===== config.mk =====
export PLATFORM = sky130hd
export DESIGN_NAME = sad_block_accumulator
export DESIGN_NICKNAME = d
export VERILOG_FILES = /design/src/rtl/me_pkg.sv /design/src/rtl/abs_diff8.sv /design/src/rtl/sad_block_accumulator.sv
export SDC_FILE = /design/constraint.sdc
export NUM_CORES = 1
export LEC_CHECK = 0
export CAP_MARGIN = 10
export CORE_MARGIN = 1.5
export CORE_UTILIZATION = 55
export DETAILED_ROUTE_END_ITERATION = 12
export DONT_BUFFER_PORTS = 1
export HOLD_SLACK_MARGIN = 0.02
export PLACE_DENSITY = 0.8
export SETUP_SLACK_MARGIN = 0.2
export SYNTH_ARGS = -nofsm -noshare
export SYNTH_HDL_FRONTEND = slang
export SYNTH_HIERARCHICAL = 1
export SYNTH_SLANG_ARGS = --single-unit

===== constraint.sdc =====
create_clock -name clk -period 19.5 [get_ports clk]
set_input_delay 5.85 -clock clk [delete_from_list [all_inputs] [get_ports clk]]
set_output_delay 5.85 -clock clk [all_outputs]
set_load 0.01 [all_outputs]

===== src/rtl/me_pkg.sv =====
// Shared motion-estimation constants and FSM encoding.
// The FIFO-fill and motion-vector stages import this package as well.
package me_pkg;

    localparam int PIX_PER_BLOCK = 16;
    localparam int NUM_CAND      = 49;
    localparam int SAD_W         = 8 + $clog2(PIX_PER_BLOCK);
    localparam int IDX_W         = (NUM_CAND > 1) ? $clog2(NUM_CAND) : 1;

    typedef enum logic [1:0] {
        ST_IDLE  = 2'd0,
        ST_RUN   = 2'd1,
        ST_FLUSH = 2'd2
    } me_state_t;

endpackage


===== src/rtl/abs_diff8.sv =====
// Combinational absolute difference of two 8-bit unsigned pixels.
module abs_diff8 (
    input  logic [7:0] a,
    input  logic [7:0] b,
    output logic [7:0] diff
);

    assign diff = (a >= b) ? (a - b) : (b - a);

endmodule


===== src/rtl/sad_block_accumulator.sv =====
// Pops paired pixels from the current and reference FIFOs, accumulates per-block SAD
// and tracks the best candidate across one search window.
//
// state    | meaning
// ST_IDLE  | waiting for start, strobes low
// ST_RUN   | issuing pixel pairs whenever both FIFOs are non-empty
// ST_FLUSH | last pair issued, waiting for its SAD to retire (done)
module sad_block_accumulator #(
    parameter  int PIX_PER_BLOCK = me_pkg::PIX_PER_BLOCK,
    parameter  int NUM_CAND      = me_pkg::NUM_CAND,
    localparam int SAD_W         = 8 + $clog2(PIX_PER_BLOCK),
    localparam int IDX_W         = (NUM_CAND > 1) ? $clog2(NUM_CAND) : 1
) (
    input  logic             clk,
    input  logic             rst,
    input  logic             start,
    input  logic [7:0]       cur_data,
    input  logic             cur_empty,
    output logic             cur_rd,
    input  logic [7:0]       ref_data,
    input  logic             ref_empty,
    output logic             ref_rd,
    output logic             busy,
    output logic [SAD_W-1:0] sad_out,
    output logic             sad_valid,
    output logic [IDX_W-1:0] sad_idx,
    output logic [SAD_W-1:0] best_sad,
    output logic [IDX_W-1:0] best_idx,
    output logic             done
);

    import me_pkg::*;

    localparam int               PIX_W     = $clog2(PIX_PER_BLOCK);
    localparam logic [PIX_W-1:0] PIX_LAST  = PIX_W'(PIX_PER_BLOCK - 1);
    localparam logic [IDX_W-1:0] CAND_LAST = IDX_W'(NUM_CAND - 1);

    me_state_t        state;
    me_state_t        state_nxt;
    logic             issue;
    logic             start_acc;
    logic [PIX_W-1:0] pix_cnt;
    logic [IDX_W-1:0] cand_cnt;

    logic             r_valid;
    logic             r_pix_first;
    logic             r_pix_last;
    logic             r_cand_last;
    logic [IDX_W-1:0] r_cand;

    logic [7:0]       diff;
    logic [SAD_W-1:0] acc;
    logic [SAD_W-1:0] acc_sum;

    abs_diff8 u_abs_diff8 (
        .a    (cur_data),
        .b    (ref_data),
        .diff (diff)
    );

    always_comb begin
        state_nxt = state;
        issue     = 1'b0;
        case (state)
            ST_IDLE: begin
                if (start) state_nxt = ST_RUN;
            end
            ST_RUN: begin
                issue = !cur_empty && !ref_empty;
                if (issue && pix_cnt == PIX_LAST && cand_cnt == CAND_LAST)
                    state_nxt = ST_FLUSH;
            end
            ST_FLUSH: begin
                // Hold here through the done cycle so busy drops the cycle after.
                if (done) state_nxt = ST_IDLE;
            end
            default: state_nxt = ST_IDLE;
        endcase
    end

    assign start_acc = (state == ST_IDLE) && start;
    assign cur_rd    = issue;
    assign ref_rd    = issue;
    assign busy      = (state != ST_IDLE);
    assign acc_sum   = (r_pix_first ? '0 : acc) + SAD_W'(diff);

    always_ff @(posedge clk) begin
        if (rst) state <= ST_IDLE;
        else     state <= state_nxt;
    end

    always_ff @(posedge clk) begin
        if (rst) begin
            pix_cnt     <= '0;
            cand_cnt    <= '0;
            r_valid     <= 1'b0;
            r_pix_first <= 1'b0;
            r_pix_last  <= 1'b0;
            r_cand_last <= 1'b0;
            r_cand      <= '0;
        end else begin
            // Tags travel one cycle to line up with the FIFO data_out.
            r_valid     <= issue;
            r_pix_first <= (pix_cnt == '0);
            r_pix_last  <= (pix_cnt == PIX_LAST);
            r_cand_last <= (cand_cnt == CAND_LAST);
            r_cand      <= cand_cnt;
            if (start_acc) begin
                pix_cnt  <= '0;
                cand_cnt <= '0;
            end else if (issue) begin
                if (pix_cnt == PIX_LAST) begin
                    pix_cnt  <= '0;
                    cand_cnt <= (cand_cnt == CAND_LAST) ? '0 : cand_cnt + IDX_W'(1);
                end else begin
                    pix_cnt <= pix_cnt + PIX_W'(1);
                end
            end
        end
    end

    always_ff @(posedge clk) begin
        if (rst) begin
            acc       <= '0;
            sad_out   <= '0;
            sad_valid <= 1'b0;
            sad_idx   <= '0;
            best_sad  <= '1;
            best_idx  <= '0;
            done      <= 1'b0;
        end else begin
            sad_valid <= 1'b0;
            done      <= 1'b0;
            if (start_acc) begin
                best_sad <= '1;
                best_idx <= '0;
            end
            if (r_valid) begin
                acc <= acc_sum;
                if (r_pix_last) begin
                    sad_out   <= acc_sum;
                    sad_valid <= 1'b1;
                    sad_idx   <= r_cand;
                    done      <= r_cand_last;
                    // Strict compare: on a tie the earlier candidate stays best.
                    if (r_cand == '0 || acc_sum < best_sad) begin
                        best_sad <= acc_sum;
                        best_idx <= r_cand;
                    end
                end
            end
        end
    end

endmodule


==> results, run 1 <==
- The cell-internal power is 239 µW.
- After detailed routing, the total wire length is 9.04 mm.
- The highest fanout seen on the critical path is 6.
- The share of cells above drive strength 1 is 0.0587.
- The number of post-CTS setup repair buffers is 0.
- The share of total power dissipated in the clock network is 0.368.
- The reg-to-reg critical path startpoint is r_pix_first$_SDFF_PP0_.
- The power density relative to cell area is 75.6 mW/mm².
- 62 I/O pins were placed.
- The initial antenna violation count is 0.
- The fraction of power consumed by combinational cells is 0.187.
- The sequential cell area fraction in the yosys report is 0.342.
- The HPWL after detailed placement is 6.61 mm.
- The final period demand of the worst path is 12520 ps.
- Along the worst hold path, the cell count comes to 1.
- Counting every instance in the synthesized netlist gives 501.
- The depth of the worst register-to-register path is 15.
- The routed wirelength normalized by instance count is 15.2 µm.
- Across the VDD grid, the largest voltage drop is 0.0643 mV.
- The synthesized design contains 0 enable-type register cells.
- The uppermost layer routed is met4.
- The summed instance area of the synthesized netlist is 0.00422 mm².
- Leaving out fill and tap cells, the most frequent cell in the layout is dfxtp_1.
- The routed length on met3 is 525 µm.
- The category of the worst setup path capture point is an output port.
- For this block, the initial DRC count from the detailed router was 194.
- The overall via count from detail_route is 3373.
- The maximum clock insertion buffer count is 2.
- For this run, the number of Yosys warnings is 6.
- The buffers plus inverters on the worst setup path is 1.
- Counting every net in the synthesized netlist gives 563.
- TritonCTS built the clock tree.
- The worst hold path belongs to the class reg2reg.
- The netlist uses 59 different library cells.
- The number of buffers inserted by port buffering is 0.
- The number of global-route vias before repair is 3391.
- In the detailed route, the total length drawn on met2 is 4.59 mm.
- The register share of total power is 0.445.
- The capture endpoint of the worst hold path is done$_SDFF_PP0_.
- The H-tree was split into 3 levels.
- In this design, the stage delay of the slowest critical-path cell is 670 ps.
- In the routed layout, each cell is associated on average with a via count of 5.69.
- The reg-to-reg setup timing slack is 14690 ps.
- The critical path startpoint category is an input pin.
- From bottom edge to top edge, the die measures 90.5 µm.
- Among cell families on the critical path, the largest total delay comes from simple AND/OR/NAND/NOR gates.
- The number of antenna diodes in the final layout is 0.
- The worst slew margin relative to its limit is 0.274.
- The worst register-to-register path ends at best_sad[10]$_SDFF_PP1_.
- The latest clock arrival within the worst-skew pair is 350 ps.
- The layout net count is 551.
- At the pin with the least slew margin, the transition time is 1090 ps.
- The share of synthesized flip-flops with an asynchronous set or reset is 0.
- The first global-routing pass estimated 15.4 mm of wire.
- The CTS sink count is 72.
- The count of hold buffers inserted by post-cts repair is 0.
- Entering global routing, the biggest net connects 50 pins.
- The DRC violation count after routing is 0.
- The synthesized design contains 72 register bits.
- Counting buffers and inverters, the worst setup path is 2 cells deep.
- The horizontal die dimension is 90.5 µm.
- The launching element of the worst setup path is cur_empty.
- Once detail routing completed, the nets flagged for antenna violations numbered 0.
- The final max-slew violation count came to 0.
- Setup repair after global routing left no endpoint under its margin.
- In this run the most critical hold path is launched from r_cand_last$_SDFF_PP0_.
- The met1 layer wirelength in the final routing is 3.73 mm.
- The top cell types in the final layout, fill and taps aside, are dfxtp_1, inv_1, nand2_1.
- The initialized floorplan defines 31 standard-cell rows.
- For the worst setup path, the data required time is 13650 ps.
- The class of the most critical setup path is in2out.
- Max-cap violations in this run came to 0.
- The aggregate negative setup slack is 0 ps.
- The average instance area after synthesis is 8.41 µm².
- Walking the worst path, the cells encountered are or4b_1 > clkinv_4.
- The primary flip-flop cell chosen by synthesis mapping is dfxtp_1.
- The number of gates resized after CTS was 0.
- The run finished with clean final reports.
- The net switching component of the power is 95.8 µW.
- The final setup violation count is 0.
- The leakage component of the power is 0.00191 µW.
- For this configuration, the core starts out at a cell density of 0.575.
- The final cycle utilization of the critical path is 0.642.
- The die covers 0.00820 mm².
- The switching part of the total power is 0.286.
- The upper clock frequency limit is 79.8 MHz.
- The tree is rooted in a clkbuf_8.
- The number of CTS-inserted buffers is 9.
- The area of the placeable core is 0.00733 mm².
- The congestion estimate from routability-driven global placement came to 0.832.
- The clock transition at the registers of the reported paths is 80 ps.
- The pre-antenna-repair detailed-routing pass consisted of 4 iterations.
- The final-layout worst hold slack is 469 ps.
- In the global route stage, overall resource usage came out at 0.233.
- The worst clock skew is 6.25 ps.
- Global routing finished with a remaining overflow of 0.
- Data on the critical path arrives at its endpoint at 6670 ps.
- The area growth from synthesis to layout is 5.14%.
- The slowest cell on the critical path is or4b_1.
- The final hold violation count came to 0.
==> per-stage QoR <==
stage	setup slack, ps	instance area [µm²]	utilization	instances	total power (µW)
floorplan	6970	4220	-	501	203
global placement	6990	4230	0.576	577	211
detailed placement	6980	4230	0.576	577	214
CTS	6980	4430	0.605	593	336
global route	6950	4430	0.605	593	350
finish	6980	4430	0.605	593	335
==> synth_stat cells (all sizes together), types with 7 or more instances <==
cell | number | area, µm²
nand3 | 10 | 50.1
inv | 46 | 173
o21ai | 29 | 145
nand2b | 8 | 57.6
nor2 | 40 | 158
a21oi | 36 | 184
nor2b | 19 | 119
xnor2 | 8 | 70.1
dfxtp | 72 | 1440
nand2 | 46 | 173
a211oi | 9 | 67.6
clkbuf | 12 | 46.3
nor3 | 15 | 75.1
mux2i | 15 | 150
buf | 12 | 75.1
and2 | 8 | 50.1
xor2 | 9 | 78.8
ha | 38 | 475
a21o | 7 | 52.6
==> cells by family (layout without fill, tap and decap cells) <==
kind of cell / Yosys count / in the layout / synth area share
simple gates: 177 / 177 / 0.220
compound gates: 108 / 108 / 0.168
flops: 72 / 72 / 0.342
buf+inv: 71 / 64 / 0.0718
fa+ha+maj: 41 / 41 / 0.127
xor+xnor: 17 / 17 / 0.0353
mux: 15 / 15 / 0.0356
==> routing by layer <==
layer	up-vias	track usage
li1	1706	-
met1	1561	0.249
met2	88	0.420
met3	18	0.0859
met4	0	0.0767
met5	-	0
==> power by group through the flow <==
stage / combinational (µW) / clock, µW / sequential, µW
after CTS: 61.8 / 125 / 149
after floorplan: 51.5 / 0 / 152
after detailed placement: 61.0 / 0 / 153
after global placement: 58.3 / 0 / 153
after global routing: 68.7 / 132 / 149
final: 62.5 / 123 / 149
==> how the worst max path moves through the flow <==
stage	endpoint	slack (ps)
2_1_floorplan	ref_rd	6970
3_3_place_gp	ref_rd	6990
3_5_place_dp	ref_rd	6980
4_1_cts	ref_rd	6980
5_1_grt	ref_rd	6950
6_report	ref_rd	6980
==> state kept, by name, indices dropped and copies added (netlist names) <==
name / cells
acc: 12
best_idx: 6
done: 1
r_cand: 6
state: 2
sad_valid: 1
r_valid: 1
cand_cnt: 6
best_sad: 12
sad_out: 12
r_cand_last: 1
r_pix_last: 1
r_pix_first: 1
sad_idx: 6
pix_cnt: 4
==> cell type report <==
type	count	area, µm²
sequential	72	1440
clock inverter	4	51.3
clock buffer	12	155
inverter	47	181
timing repair buffer	1	7.51
fill	644	2900
multi-input combinational	358	2470
tap	99	124
Power figures use the tool's default switching activity.
==> run 2: changes to the inputs <==
==> constraint.sdc (replaced) <==
create_clock -name clk -period 12.6 [get_ports clk]
set_input_delay 3.78 -clock clk [delete_from_list [all_inputs] [get_ports clk]]
set_output_delay 3.78 -clock clk [all_outputs]
set_load 0.01 [all_outputs]
==> run 2 against run 1 <==
Against the previous run: critical path type is now in2reg; cell count unchanged; worst hold slack worse by 11 ps; count of clock-buffer cells in the layout down 1; sequential share of layout area up 0.25 points; largest cell class unchanged.
==> results, run 2 (synthesis gave the netlist of run 1 again) <==
- Port buffering added 0 buffers.
- The transition time of the tightest slew-check pin is 1040 ps.
- The total area inside the core boundary comes to 0.00733 mm².
- The largest registers in the layout are acc (12), best_sad (12), sad_out (12).
- The flow ran to the end, and the final reports show no timing, DRC or antenna violations.
- The initial cell density of the core is 0.575.
- The final max-slew violation count came to 0.
- The arrival time of the worst setup path is 9270 ps.
- The cell occurring most often along the worst timing path is ha_1.
- The number of global-route vias before repair is 3323.
- The initial antenna violation count is 0.
- The final wirelength is 8.81 mm.
- At the worst endpoint, the required time is 12810 ps.
- Of the available clock period, the critical path in the final layout requires 0.719.
- For met1 alone, demand over resource in global routing was 0.261.
- The layer carrying the most global-route usage is met2.
- The core occupancy in the finished layout is 0.600.
- TritonCTS built the clock tree.
- Counting along the longest clock path gives a buffer depth of 2.
- The largest incremental delay on the critical path is 910 ps.
- The die boundary height is 90.5 µm.
- For this run, global-route usage on met2 was measured as 0.398.
- After the first detailed-routing iteration, the DRC count stood at 238.
- Relative to the synthesized area, the layout overhead comes to 4.33%.
- CTS built an H-tree with a depth of 3.
- The I/O pin total is 62.
- In the global route stage, overall resource usage came out at 0.225.
- The leakage component of the power is 0.00190 µW.
- In this run the worst hold path is classified as reg2reg.
- The buffers plus inverters on the worst setup path is 2.
- The smallest clock period supported by the final layout is computed as 9060 ps.
- The global-route congestion overflow total is 0.
- For the final database, setup skew stands at 6.67 ps.
- The routed wirelength normalized by instance count is 14.9 µm.
- For met3 alone, demand over resource in global routing was 0.0614.
- The share of cells above drive strength 1 is 0.0587.
- Across the run, the number of max-cap violations was 0.
- The clock reaches the later pin of the worst-skew pair after 340 ps.
- The number of CTS-inserted buffers is 9.
- The overall via count from detail_route is 3341.
- The aggregate negative setup slack is 0 ps.
- The worst voltage drop across the vdd grid is 0.0806 mV.
- Setup repair after global routing left no endpoint under its margin.
- The worst slew margin relative to its limit is 0.309.
- The top cell types in the final layout, fill and taps aside, are dfxtp_1, inv_1, nand2_1.
- The DRC violation count after routing is 0.
- The critical path goes through inv_1 > ha_1 > a21oi_2 > o211ai_2 > a311oi_4 > mux2i_1 > xor2_1 > ha_1 > and3_1 > a221o_1 > or4_1 > nand4_1 > inv_1 > ha_1 > and2_1 > a221oi_1 > nor2_1 > o31ai_4 > and2_1 > a21oi_1.
- The floorplan has 31 rows.
- In this run the horizontal extent of the chip is 90.5 µm.
- The cell sitting at the root of the clock tree is a clkbuf_8.
- The repair_antennas step left the layout with diodes totalling 0.
- The HPWL after detailed placement is 6.54 mm.
- Leaving out fill and tap cells, the most frequent cell in the layout is dfxtp_1.
- The placer's final routability congestion estimate is 0.830.
- The final hold violation count is 0.
- The first-pass iteration count of the detailed router is 4.
- The final-layout worst hold slack is 458 ps.
- The upper clock frequency limit is 110 MHz.
- The final setup violation count is 0.
- Buffers added to address setup during post-CTS repair amount to 0.
- The global-route wire length before repair is 15.1 mm.
- The critical path startpoint category is an input pin.
- The count of hold buffers inserted by post-cts repair is 0.
- CTS saw 72 sinks.
- Dividing the detail-routed via count by the number of cells gives 5.63.
- The number of gates resized after CTS was 0.
- The clock transition at the registers of the reported paths is 70 ps.
- The class of the most critical setup path is in2reg.
- In this run the remaining antenna-violating nets after routing total 0.
- The worst setup path is captured at a flop.
- The highest fanout seen on the critical path is 32.
- The die outline area is 0.00820 mm².
- The layout net count is 551.
- The family of cells with the greatest summed delay on the critical path is compound AO/OA/AOI/OAI gates.
- Entering global routing, the biggest net connects 50 pins.
- Among all stages on the critical path, the largest delay is contributed by o31ai_4.
- The power density relative to cell area is 111 mW/mm².
[run 2: cell count changes in the layout (fill, tap and decap cells not counted), sizes merged]
cell / previous run / this run
bufinv: 1 / 0
clkinv: 2 / 4
clkbuf: 12 / 11
[run 2: worst paths after layout]
check	startpoint	endpoint	slack, ps	cells after the start
worst max-delay path	cur_data[3]	best_sad[10]$_SDFF_PP1_	3540	20
worst min register to register	r_cand_last$_SDFF_PP0_	done$_SDFF_PP0_	460	1
worst max register to register	r_pix_first$_SDFF_PP0_	best_sad[10]$_SDFF_PP1_	7950	15
worst min-delay path	r_cand_last$_SDFF_PP0_	done$_SDFF_PP0_	460	1
[run 2: final cells by class]
class                   count  area (µm²)
inverters                  47         181
well taps                  99         124
fillers                   637        2930
flip-flops and latches     72        1440
clock buffers              11         141
repair buffers              1        7.51
multi-input cells         358        2470
clock inverters             5        31.3
[run 2: stage by stage]
stage	power [µW]	std cells	setup WS [ps]	area (µm²)
floorplan	315	501	4130	4220
global placement	327	577	3440	4230
detailed placement	330	577	3220	4230
CTS	490	593	3560	4400
global route	511	593	3130	4400
finish	490	593	3540	4400
[run 2: metal layers]
metal	vias to the layer above	wire, µm
li1	1701	-
met1	1561	3890
met2	70	4330
met3	9	483
met4	0	111
met5	-	0
[run 2: power breakdown]
part	internal, µW	switching [µW]	leakage (µW)
combinational	38.5	55.6	0.00123
sequential	229	2.15	0.000581
clock	76.6	88.6	0.0000895
